===== config.mk =====
export PLATFORM = sky130hd
export DESIGN_NAME = lane_scroller
export DESIGN_NICKNAME = d
export VERILOG_FILES = /design/src/rtl/scroll_pkg.sv /design/src/rtl/scroll_tick.sv /design/src/rtl/lane_scroller.sv
export SDC_FILE = /design/constraint.sdc
export NUM_CORES = 1
export LEC_CHECK = 0
export ABC_AREA = 1
export CORE_MARGIN = 2
export CORE_UTILIZATION = 60
export CTS_CLUSTER_SIZE = 28
export DETAILED_ROUTE_END_ITERATION = 8
export PLACE_DENSITY = 0.83
export SYNTH_ARGS = -nofsm -noshare
export SYNTH_HDL_FRONTEND = slang
export SYNTH_SLANG_ARGS = --single-unit
export TNS_END_PERCENT = 10

===== constraint.sdc =====
create_clock -name clk -period 7 [get_ports clk]
set_input_delay 1.05 -clock clk [delete_from_list [all_inputs] [get_ports clk]]
set_output_delay 1.05 -clock clk [all_outputs]
set_load 0.005 [all_outputs]

===== src/rtl/scroll_pkg.sv =====
// scroll_pkg: shared defaults and lane direction encoding for lane_scroller.
package scroll_pkg;
    localparam int SCREEN_W_DEF = 640;
    localparam int TICK_DIV_DEF = 250000;
    localparam int POS_W_DEF    = 10;
    localparam int STEP_W_DEF   = 4;
    typedef enum logic {DIR_INC = 1'b0, DIR_DEC = 1'b1} dir_e;
endpackage


===== src/rtl/scroll_tick.sv =====
// scroll_tick: prescaler that flags the update edge once every TICK_DIV running cycles.
module scroll_tick
    import scroll_pkg::*;
#(
    parameter int TICK_DIV = TICK_DIV_DEF
) (
    input  logic clk,
    input  logic reset,
    input  logic run,
    output logic tick_en
);
    localparam int CW = TICK_DIV > 1 ? $clog2(TICK_DIV) : 1;
    localparam logic [CW-1:0] LAST = CW'(TICK_DIV - 1);
    logic [CW-1:0] ctr_d, ctr_q;
    assign tick_en = run && ctr_q == LAST;
    always_comb ctr_d = !run ? ctr_q : tick_en ? '0 : ctr_q + 1'b1;
    always_ff @(posedge clk) begin
        if (reset) ctr_q <= '0;
        else       ctr_q <= ctr_d;
    end
endmodule


===== src/rtl/lane_scroller.sv =====
// lane_scroller: independent wrapping lane positions stepped on a prescaled tick.
// Defining LANE_SCROLLER_BOOST_EN adds a boost input that doubles every lane step.
module lane_scroller
    import scroll_pkg::*;
#(
    parameter int NUM_LANES = 4,
    parameter int POS_W     = POS_W_DEF,
    parameter int SCREEN_W  = SCREEN_W_DEF,
    parameter int TICK_DIV  = TICK_DIV_DEF,
    parameter int STEP_W    = STEP_W_DEF
) (
    input  logic                          clk,
    input  logic                          reset,
    input  logic                          run,
`ifdef LANE_SCROLLER_BOOST_EN
    input  logic                          boost,
`endif
    input  logic [NUM_LANES-1:0]          lane_dir,
    input  logic [NUM_LANES*STEP_W-1:0]   lane_step,
    output logic [NUM_LANES*POS_W-1:0]    lane_pos,
    output logic                          tick,
    output logic [NUM_LANES-1:0]          wrap
);
    localparam int PW = POS_W + 1;
    localparam logic [PW-1:0] SW = PW'(SCREEN_W);
    logic                       tick_en, tick_d, tick_q;
    logic [NUM_LANES*POS_W-1:0] pos_d, pos_q;
    logic [NUM_LANES-1:0]       wrap_d, wrap_q;
    scroll_tick #(.TICK_DIV(TICK_DIV)) u_tick (
        .clk     (clk),
        .reset   (reset),
        .run     (run),
        .tick_en (tick_en)
    );
    for (genvar i = 0; i < NUM_LANES; i++) begin : g_lane
        logic [STEP_W:0] step;
        logic [PW-1:0]   pos, stp;
        logic [POS_W-1:0] nxt;
        logic            dec, wrp;
`ifdef LANE_SCROLLER_BOOST_EN
        assign step = boost ? {lane_step[i*STEP_W +: STEP_W], 1'b0} : {1'b0, lane_step[i*STEP_W +: STEP_W]};
`else
        assign step = {1'b0, lane_step[i*STEP_W +: STEP_W]};
`endif
        assign stp = PW'(step);
        assign pos = {1'b0, pos_q[i*POS_W +: POS_W]};
        assign dec = dir_e'(lane_dir[i]) == DIR_DEC;
        // Step is always smaller than the screen, so one correction by SCREEN_W suffices.
        assign wrp = dec ? pos < stp : pos + stp >= SW;
        assign nxt = POS_W'(dec ? (wrp ? pos + SW - stp : pos - stp)
                                : (wrp ? pos + stp - SW : pos + stp));
        assign pos_d[i*POS_W +: POS_W] = tick_en ? nxt : pos_q[i*POS_W +: POS_W];
        assign wrap_d[i] = tick_en & wrp;
    end
    assign tick_d = tick_en;
    always_ff @(posedge clk) begin
        if (reset) begin
            pos_q  <= '0;
            wrap_q <= '0;
            tick_q <= 1'b0;
        end else begin
            pos_q  <= pos_d;
            wrap_q <= wrap_d;
            tick_q <= tick_d;
        end
    end
    assign lane_pos = pos_q;
    assign wrap     = wrap_q;
    assign tick     = tick_q;
endmodule

==> run_results.csv <==
group,metric,value,unit
outcome,status,"completed",
placement,gp_congestion,0.960,
worst_setup_path,cpMaxStageDelayCell,"clkdlybuf4s50_1",
timing,max_freq,262,MHz
clock_tree,htreeDepth,3,
detailed_routing,vias,7554,
synthesis,syn_area_per_cell,6.69,µm²
power,ir_drop,0.112,mV
synthesis,ys_ff_latch,63,
clock_tree,cts_tree,"built",
worst_setup_path,path_common_cell,"nand2_1",
grt,grt_pass1_vias,7099,
finish,antenna_cells,0,
clock_tree,clock_sink_count,63,
synthesis,synthTopCellsByArea,"ha_1 (16%), dfxtp_1 (16%), nand2_1 (13%)",
finish,finalNetCount,1354,
floorplan,dieArea,0.0138,mm²
power,power_leakage,4.25,nW
timing,skew,5.30,ps
worst_setup_path,worst-setup-path-type,"input port to flop",
detailed_routing,drt-initial-drc-count,533,
synthesis,synth_cell_types,43,
clock_tree,worstSkewPairLatency,340,ps
min_path,hp-class,"flop to flop",
detailed_routing,via_per_inst,5.45,
placement,dp_hpwl,14800,µm
synthesis,synth_area,0.00770,mm²
power,p_per_area,109,mW/mm²
grt,grt-ovfl-total,0,
worst_setup_path,crit_chain,"clkdlybuf4s50_1 -> inv_1 -> ha_1 -> nor2_1 -> nand3_1 -> nand3_1 -> nand2_1 -> xor2_2 -> inv_1 -> ha_1 -> o21ai_2 -> inv_2 -> nand2_4 -> nand2_4 -> nand2_1 -> nand2_1 -> o21ai_1 -> nand2_1",
grt,grt_pass1_wl,32300,µm
grt,grt_max_degree,33,
floorplan,die_x,117,µm
clock_tree,path_clk_slew,50,ps
floorplan,start_util,0.613,
synthesis,async_reset_ff_frac,0,
worst_setup_path,worstPathMaxFanout,12,
detailed_routing,wl,19200,µm
synthesis,yosys.area.top_type,"ha_1",
run,cap_viol_max_count,0,
grt,track_usage,0.290,
clock_tree,postCtsHoldBufs,0,
synthesis,synth_top_cell_area_share,0.164,
timing,fin_setup_tns,0,ps
synthesis,ys_warn_count,0,
synthesis,synth_ff_type,"dfxtp_1",
floorplan,row_count,41,
worst_setup_path,critPathLaunchType,"input port",
floorplan,coreArea,0.0126,mm²
worst_setup_path,required,7220,ps
finish,area_delta_synth_final,14.3,%
timing,finalHoldViolations,0,
finish,final_core_util,0.700,
floorplan,die_h,117,µm
timing,finalMaxSlewViolations,0,
finish,drive_gt1_frac,0.0757,
synthesis,yosysSeqAreaShare,0.164,
detailed_routing,wl_per_cell,13.8,µm
finish,final_area,0.00880,mm²
worst_setup_path,worstSetupEndpointType,"flop",
timing,tightest_slew,665,ps
synthesis,synth.net_count,1294,
clock_tree,postCtsSetupRepairBufs,0,
timing,rsz0062_at_grt,"false",
grt,antenna_found_initial,0,
synthesis,synth_edf_count,0,
clock_tree,cts_resized,0,
timing,fin_crit_sh,0.546,
detailed_routing,ant_nets,0,
timing,slew_headroom,0.555,
clock_tree,cts_max_path_buffers,2,
clock_tree,cts_root_buffer,"clkbuf_16",
clock_tree,numCtsBuffers,9,
placement,dpl_cell_area,0.00849,mm²
detailed_routing,first_pass_iters,5,
floorplan,boundaryPins,68,
placement,numPortBuffers,67,
worst_setup_path,critPathMaxStageDelay,600,ps
worst_setup_path,critPathArrivalTime,4050,ps
timing,setup_viol,0,
synthesis,netlist_instances,1150,
detailed_routing,route.detailed.drc,0,
timing,fin_crit,3820,ps
kinds of logic after synthesis:
logic type,share of synthesized area
compound gates,0.112
flops,0.164
xor+xnor,0.0770
fa+ha+maj,0.216
simple gates,0.332
buf+inv,0.0982
routing by layer:
metal | global-route usage | part of all wire | up-vias
met5 | 0 | 0 | -
met4 | 0.0800 | 0.016 | 0
met3 | 0.0438 | 0.057 | 31
met2 | 0.476 | 0.46 | 237
met1 | 0.398 | 0.47 | 3441
li1 | - | - | 3845
area by class of cell:
class                      count  area, µm²
timing repair buffer          69        686
clock inverter                 5       56.3
fill                        1097       3770
tap                          172        215
multi-input combinational    896       5680
sequential                    63       1260
clock buffer                  11        253
inverter                     171        642
cells in the mapped netlist (19+ instances only):
library cell	number
nand2_1	268
nand4_1	19
inv_1	156
xor2_1	49
nand3_1	120
ha_1	101
fa_1	20
o21ai_0	53
dfxtp_1	63
nor2_1	81
nand2_2	19
nor3_1	22
a21oi_1	47
worst max-delay path, delay by kind of cell:
kind                       cells  cell delay (ps)
AOI/OAI and AO/OA              2              320
xor gates and xnor gates       1              240
adders and majority gates      2              560
buffers and inverters          4              840
and+or+nand+nor                9             1040
sequential cells by signal, indices dropped and copies added, names as in the netlist:
| register | count |
|---|---|
| lane_pos | 40 |
| tick | 1 |
| u_tick.ctr_q | 18 |
| wrap | 4 |
placed cells by master (no fill, tap or decap), types with 15 or more instances in the layout:
| cell type | n |
|---|---|
| dfxtp_1 | 63 |
| o21ai_0 | 53 |
| a21oi_1 | 47 |
| nor3_1 | 22 |
| nand3_1 | 120 |
| xnor2_1 | 15 |
| xor2_1 | 49 |
| ha_1 | 101 |
| clkdlybuf4s50_1 | 67 |
| nor2_1 | 80 |
| nand2_1 | 268 |
| nand2_2 | 19 |
| fa_1 | 20 |
| inv_1 | 156 |
| nand4_1 | 19 |
path summary, 6_finish.rpt:
check	from	endpoint	slack, ps	cells past startpoint
setup / recovery	lane_step[5]	lane_pos[12]	3180	18
hold / removal	u_tick.ctr_q[17]	u_tick.ctr_q[17]	450	1
setup reg to reg	lane_pos[12]	lane_pos[12]	4080	16
hold reg to reg	u_tick.ctr_q[17]	u_tick.ctr_q[17]	450	1
stage by stage:
step | hold WS (ps) | total power [mW] | setup slack (ps) | cells
floorplan | 422 | 0.463 | 3730 | 1150
global placement | 432 | 0.496 | 2960 | 1371
detailed placement | 444 | 0.498 | 2910 | 1371
CTS | 452 | 0.960 | 3230 | 1387
global route | 482 | 0.991 | 2870 | 1387
finish | 448 | 0.959 | 3180 | 1387
power breakdown:
group          switching [mW]  internal (mW)
Clock                   0.172          0.294
Sequential           0.000994          0.360
Combinational          0.0821         0.0504
(Power assumes the default switching activity.)
